### config.mk
export PLATFORM = sky130hd
export DESIGN_NAME = lock_reg_arbiter
export DESIGN_NICKNAME = d
export VERILOG_FILES = /design/src/rtl/lock_reg_arbiter.sv
export SDC_FILE = /design/constraint.sdc
export NUM_CORES = 1
export LEC_CHECK = 0
export ABC_AREA = 1
export ABC_CLOCK_PERIOD_IN_PS = 1570
export CAP_MARGIN = 15
export CORE_ASPECT_RATIO = 1.1
export CORE_MARGIN = 5
export CORE_UTILIZATION = 50
export DETAILED_ROUTE_END_ITERATION = 8
export PLACE_DENSITY = 0.81
export SYNTH_ARGS = -nofsm -noshare
export SYNTH_HDL_FRONTEND = slang
export SYNTH_SLANG_ARGS = --single-unit
### constraint.sdc
create_clock -name Clk -period 1.57 [get_ports Clk]
set_clock_uncertainty 0.1 [all_clocks]
set_input_delay 0.314 -clock Clk [delete_from_list [all_inputs] [get_ports Clk]]
set_output_delay 0.314 -clock Clk [all_outputs]
set_load 0.02 [all_outputs]
### src/rtl/lock_reg_arbiter.sv
// Two-requester round-robin arbiter in front of NREG write-once (lockable) registers.
// Optional build macro LOCK_VIOLATION_CNT_EN adds an 8-bit saturating rejected-write counter (viol_cnt).
module lock_reg_arbiter #(
  parameter  int DATA_W = 16,
  parameter  int NREG   = 4,
  localparam int ADDR_W = $clog2(NREG)
) (
  input  logic              Clk,
  input  logic              ip_resetn,
  input  logic [1:0]        req,
  input  logic [1:0]        we,
  input  logic [ADDR_W-1:0] addr0,
  input  logic [ADDR_W-1:0] addr1,
  input  logic [DATA_W-1:0] wdata0,
  input  logic [DATA_W-1:0] wdata1,
  output logic [1:0]        gnt,
  output logic              ack,
  output logic              err,
  output logic [DATA_W-1:0] rdata,
  output logic [NREG-1:0]   lock_status
`ifdef LOCK_VIOLATION_CNT_EN
  ,
  output logic [7:0]        viol_cnt
`endif
);

  typedef enum logic [1:0] {IDLE, ACCESS, RESP} state_t;

  state_t              state_q, state_d;
  logic [1:0]          gnt_q, gnt_d;
  logic                ack_q, ack_d;
  logic                err_q, err_d;
  logic [DATA_W-1:0]   rdata_q, rdata_d;
  logic                rr_q, rr_d;
  logic                we_q, we_d;
  logic [ADDR_W-1:0]   addr_q, addr_d;
  logic [DATA_W-1:0]   wdata_q, wdata_d;
  logic [DATA_W-1:0]   regs_q [NREG];
  logic [DATA_W-1:0]   regs_d [NREG];
  logic                win;
  logic [DATA_W-1:0]   cur;
`ifdef LOCK_VIOLATION_CNT_EN
  logic [7:0]          viol_cnt_q, viol_cnt_d;
`endif

  always_comb begin
    state_d = state_q;
    gnt_d   = gnt_q;
    ack_d   = 1'b0;
    err_d   = 1'b0;
    rdata_d = '0;
    rr_d    = rr_q;
    we_d    = we_q;
    addr_d  = addr_q;
    wdata_d = wdata_q;
    regs_d  = regs_q;
    win     = 1'b0;
    cur     = regs_q[addr_q];
`ifdef LOCK_VIOLATION_CNT_EN
    viol_cnt_d = viol_cnt_q;
`endif
    unique case (state_q)
      IDLE: begin
        gnt_d = 2'b00;
        if (|req) begin
          // Contention is resolved by the pointer; a lone requester always wins.
          win     = (req == 2'b11) ? rr_q : req[1];
          state_d = ACCESS;
          gnt_d   = win ? 2'b10 : 2'b01;
          we_d    = we[win];
          addr_d  = win ? addr1 : addr0;
          wdata_d = win ? wdata1 : wdata0;
        end
      end
      ACCESS: begin
        state_d = RESP;
        ack_d   = 1'b1;
        rdata_d = cur;
        if (we_q) begin
          if (cur[0]) begin
            err_d = 1'b1;
`ifdef LOCK_VIOLATION_CNT_EN
            if (viol_cnt_q != 8'hFF) viol_cnt_d = viol_cnt_q + 8'd1;
`endif
          end else begin
            // Data and lock bit are stored together, so a locking write takes effect at once.
            regs_d[addr_q] = wdata_q;
            rdata_d        = wdata_q;
          end
        end
      end
      RESP: begin
        state_d = IDLE;
        gnt_d   = 2'b00;
        rr_d    = gnt_q[0];
      end
      default: begin
        state_d = IDLE;
        gnt_d   = 2'b00;
      end
    endcase
  end

  always_ff @(posedge Clk or negedge ip_resetn) begin
    if (!ip_resetn) begin
      state_q <= IDLE;
      gnt_q   <= '0;
      ack_q   <= 1'b0;
      err_q   <= 1'b0;
      rdata_q <= '0;
      rr_q    <= 1'b0;
      we_q    <= 1'b0;
      addr_q  <= '0;
      wdata_q <= '0;
      for (int i = 0; i < NREG; i++) regs_q[i] <= '0;
`ifdef LOCK_VIOLATION_CNT_EN
      viol_cnt_q <= '0;
`endif
    end else begin
      state_q <= state_d;
      gnt_q   <= gnt_d;
      ack_q   <= ack_d;
      err_q   <= err_d;
      rdata_q <= rdata_d;
      rr_q    <= rr_d;
      we_q    <= we_d;
      addr_q  <= addr_d;
      wdata_q <= wdata_d;
      for (int i = 0; i < NREG; i++) regs_q[i] <= regs_d[i];
`ifdef LOCK_VIOLATION_CNT_EN
      viol_cnt_q <= viol_cnt_d;
`endif
    end
  end

  assign gnt   = gnt_q;
  assign ack   = ack_q;
  assign err   = err_q;
  assign rdata = rdata_q;
`ifdef LOCK_VIOLATION_CNT_EN
  assign viol_cnt = viol_cnt_q;
`endif

  for (genvar gi = 0; gi < NREG; gi++) begin : g_lock
    assign lock_status[gi] = regs_q[gi][0];
  end

endmodule

# Yosys cells after proc, flatten, opt, wreduce, memory -nomap -nowiden

Index checks and enable logic that the tools add are counted.

Input bits: 42
Logic and storage cells: 50
Register bits after elaboration: 106
Output and inout bits: 24

Bitwise gates (word level): 2
Magnitude comparators: 3
Mux-type cells: 23
Eq/ne operators: 4
Reduce and logical (&&, ||, !) cells: 5

Operator list:

| operator           | number |
|---|---|
| $mux 16            | 7 |
| $bwmux 64          | 1 |
| $bmux 16 s2        | 1 |
| $demux 16 s2       | 1 |
| $mux 2             | 4 |
| $pmux 2 s2         | 2 |
| $mux 1             | 7 |
| $eq 2x2->1 const B | 2 |
| $ge 3x3->1 const B | 1 |
| $lt 3x1->1 const B | 1 |
| $not 2->3          | 1 |
| $reduce_and 3->1   | 1 |
| $eq 2x1->1 const B | 1 |
| $logic_not 2->1    | 1 |
| $lt 1x2->1 const B | 1 |
| $ne 2x2->1 const B | 1 |
| $reduce_and 2->1   | 1 |
| $reduce_or 2->1    | 1 |
| $logic_and 1x1->1  | 1 |
| $not 1->1          | 1 |

# Logic depth before layout (Yosys ltp)

Depth in word-level cells: 7
Mapped depth: 10

# Worst setup path after synthesis

OpenSTA, ideal clock, no wires.

Path type: register to register
Start: register addr_q[0]
End: register regs_q[38] (netlist bit)
Data required time: 1.353 ns
Cell stages (with the launch flop): 11
Buffers on the path: 3
Library setup time: 0.117 ns
Clock period less this slack: 1.509 ns
Path slack: 0.061 ns
Arrival time: 1.292 ns
Cell sequence: dfrtp_1 -> buf_4 -> inv_1 -> nand3_1 -> nand2_1 -> nor2_4 -> buf_6 -> nand3_4 -> buf_6 -> nand2_1 -> nand2_1

Word-level cells in the longest chain between the ends: 6
Elaborated cells between the ends (all ways): 12

RTL lines:

| element                                                                   | line   | text |
|---|---|---|
| start, declared                                                           | 36     | `logic [ADDR_W-1:0] addr_q, addr_d;` |
| start signal, assigned                                                    | 127    | `addr_q <= addr_d;` |
| $not 2->3 (not written as such) (*)                                       | 58, 87 |  |
| $ge 3x3->1 (not written as such), or another cell as far along            | 87     | `regs_d[addr_q] = wdata_q;` |
| $logic_and 1x1->1 (not written as such) / $mux 16 (equally long branches) | 87, 58 |  |
| $mux 16, on equally long branches                                         | 87, 58 |  |
| $demux 16 s2 / $not 1->1 (equally long branches)                          | n/a    |  |
| $bwmux 64 / $reduce_and 3->1 (equally long branches)                      | n/a    |  |
| end, declared                                                             | 38     | `logic [DATA_W-1:0] regs_q [NREG];` |

Mark *: on every way between the ends. The rest lies on a longest branch, timed or not. The select of a mux whose other input is x is not followed.
A chain may end at the register's enable or synchronous reset.

# Worst setup path after layout

Start: register addr_q[0]
End: register regs_q[59] (netlist bit)

The elaborated chain is that of the path after synthesis.

==> results.sh <==
export IMPL_outcome="finished, violations left"
export IMPL_violations="setup timing"
export IMPL_tightest_slew_ps=300
export IMPL_design_area_um2=6430
export IMPL_fmax_mhz=605
export IMPL_drv_slew=0
export IMPL_ir_drop_v=0.00113
export IMPL_drive_above_1_share_pct=13.7
export IMPL_cts_path_max_buffers=2
export IMPL_rsz0062_at_grt="yes"
export IMPL_end_kind="flop"
export IMPL_min_period_ps=1650
export IMPL_placed_cell_area_um2=5930
export IMPL_rows=38
export IMPL_dr_pass1_iters=7
export IMPL_syn_area_per_cell_um2=8.01
export IMPL_diodes=0
export IMPL_crit_type="reg2reg"
export IMPL_path_max_fanout=21
export IMPL_hp_class="in2async"
export IMPL_grt_pass1_vias=4456
export IMPL_dpl_hpwl_mm=8.36
export IMPL_cts_root_buf="clkbuf_8"
export IMPL_seqPwrFrac_pct=36.0
export IMPL_tns_ps=-2150
export IMPL_maxCapViolations=0
export IMPL_grt_max_degree=43
export IMPL_fp_dieArea_um2=12100
export IMPL_synth_ff_type="dfrtp_1"
export IMPL_cts_sinks=106
export IMPL_cts_made_buffers=9
export IMPL_drc=0
export IMPL_coreArea_um2=9790
export IMPL_arrival_ps=1840
export IMPL_power_frac_clock_pct=12.8
export IMPL_ys_warn_count=0
export IMPL_clk_pin_slew_ps=110
export IMPL_routed_wl_mm=14.0
export IMPL_synth_seq_cells=106
export IMPL_async_reset_ff_share_pct=100
export IMPL_routabilityCongestion=0.954
export IMPL_wl_per_cell_um=16.9
export IMPL_max_slew_margin_pct=80.0
export IMPL_insertion_delay_ps=380
export IMPL_power_density_nw_per_um2=2170
export IMPL_setup_viol=64
export IMPL_period_share_pct=105
export IMPL_finalHoldViolCount=0
export IMPL_fillerInstances=763
export IMPL_final_nets=743
export IMPL_stdcell_count=826
export IMPL_vias=4752
export IMPL_startpoint="addr_q[0]$_DFFE_PN0P_"
export IMPL_syn_area_um2=4990
export IMPL_port_buffers=65
export IMPL_placedCellCount=797
export IMPL_ant_nets=0
export IMPL_reg2reg_from="addr_q[0]$_DFFE_PN0P_"
export IMPL_p_comb_share_pct=51.2
export IMPL_ios=66
export IMPL_synthCells=623
export IMPL_track_usage_pct=22.0
export IMPL_multi_input_area_um2=2130
export IMPL_syn_num_nets=665
export IMPL_synth_edf_count=0
export IMPL_fp_dieW_um=105
export IMPL_flow_area_growth_from_synthesis_pct=29.0
export IMPL_overflow=0
export IMPL_drtIter0Drc=679
export IMPL_yosysSeqAreaShare_pct=53.2
export IMPL_via_per_inst=5.75
export IMPL_required_ps=1750
export IMPL_leakagePower_nw=3.32
export IMPL_htreeDepth=3
export IMPL_seq_area_um2=2650
export IMPL_grt_first_pass_wirelength_mm=21.6
export IMPL_start_util_pct=50.9
export IMPL_fp_dieH_um=115
export IMPL_swShare_pct=45.2
export IMPL_start_kind="flop"
export IMPL_antenna_found_initial=0
export IMPL_worst_slack_ps=-81.6
export IMPL_power_internal_w=0.00766
export IMPL_synthDistinctLibCells=23
export IMPL_power_switching_w=0.00631
export IMPL_cts_tree="built"
-- worst paths after layout --
kind	to	slack, ps	depth (start not counted)
setup / recovery	regs_q[59]$_DFFE_PN0P_	-80	9
hold reg to reg	regs_q[4]$_DFFE_PN0P_	380	2
hold / removal	regs_q[27]$_DFFE_PN0P_	250	2
setup reg to reg	regs_q[59]$_DFFE_PN0P_	-80	9
min in group Clk	regs_q[4]$_DFFE_PN0P_	380	2
max in group asynchronous	regs_q[45]$_DFFE_PN0P_	610	3
-- cell type report --
cell class              count  area share, %
flip-flops and latches    106           41.3
multi-input cells         462           33.2
repair buffers            111           19.3
well taps                 120           2.33
clock buffers              10           2.14
clock inverters             6           1.13
inverters                  11          0.642
-- per-layer routing --
layer	up-vias	track usage (%)	share of wire, %
li1	2182	-	-
met1	2196	28.8	39
met2	306	35.9	48
met3	68	3.93	9.6
met4	0	10.3	3.6
met5	-	0	0
-- power groups by stage --
| stage | registers [W] | clock network [W] | logic, W |
|---|---|---|---|
| finish | 0.00503 | 0.00179 | 0.00715 |
| global route | 0.00513 | 0.00192 | 0.00773 |
| CTS | 0.00491 | 0.00181 | 0.00632 |
| detailed placement | 0.00495 | 0 | 0.00611 |
| global placement | 0.00490 | 0 | 0.00589 |
| floorplan | 0.00495 | 0 | 0.00379 |
-- metrics by stage --
stage          utilization, %  hold WS, ps  power [W]  setup slack (ps)
2_1_floorplan               -        -81.6    0.00874              61.0
3_3_place_gp             60.5          118     0.0108             -37.1
3_5_place_dp             60.5          120     0.0111              -145
4_1_cts                  63.7          240     0.0130             -15.5
5_1_grt                  65.7          284     0.0148              -138
6_report                 65.7          247     0.0140             -81.6
-- logic make-up (layout without fill, tap and decap cells) --
logic type / Yosys count / after routing / share of synthesized area [%]
buffers and inverters: 57 / 138 / 6.22
AO/OA/AOI/OAI: 47 / 47 / 5.27
flip-flops: 106 / 106 / 53.2
AND/OR/NAND/NOR: 413 / 415 / 35.3
-- worst max-delay path, stage by stage (launching register included) --
cell and delay (ps):
dfrtp_1 410, buf_6 140, nor2_4 150, nand2_1 90, nand2_2 90, nor2_4 50
clkbuf_16 160, clkbuf_16 190, nand4_1 100, nand2_1 70
-- Yosys cell counts, types with 3 or more instances --
cell type    n  share of area [%]
buf_6        3               0.68
o22ai_1      4               0.50
dfrtp_1    106                 53
buf_1        6               0.45
nand3_1      4               0.40
clkbuf_1    12               0.90
buf_2        8               0.80
nor2_1      69                5.2
buf_4       17                2.6
nand2_1    273                 21
nand4_1     60                7.5
o21ai_0     37                3.7
inv_1        9               0.68
-- state kept, by name, summed over array words and instances, names as in the netlist --
register     flops
regs_q          60
rdata           16
wdata_q         16
lock_status      4
addr_q           2
gnt              2
state_q          2
ack              1
err              1
rr_q             1
we_q             1
-- placed cells by master (no fill, tap or decap), drive strengths merged --
cell / Yosys / routed
a32o: 1 / 1
buf: 34 / 43
bufinv: 0 / 1
clkbuf: 12 / 15
clkdlybuf4s15: 0 / 3
clkdlybuf4s50: 0 / 40
clkinv: 1 / 4
dfrtp: 106 / 106
dlygate4sd2: 0 / 19
dlygate4sd3: 0 / 1
inv: 10 / 12
nand2: 273 / 273
nand3: 8 / 10
nand4: 60 / 60
nor2: 71 / 71
nor3: 1 / 1
o21ai: 38 / 38
o21bai: 4 / 4
o22ai: 4 / 4
-- repair_timing --
| item | 4_1_cts | 5_1_grt |
|---|---|---|
| gates cloned | 2 | 5 |
| endpoints found under the hold margin | 41 | 0 |
| endpoints found under the setup margin | 96 | 84 |
| buffers inserted | 4 | 1 |
| resized for setup | 31 | 35 |
| pin swaps | 3 | 9 |
| hold buffers | 1 | 0 |
No activity file was read; power rests on OpenSTA's default activity.
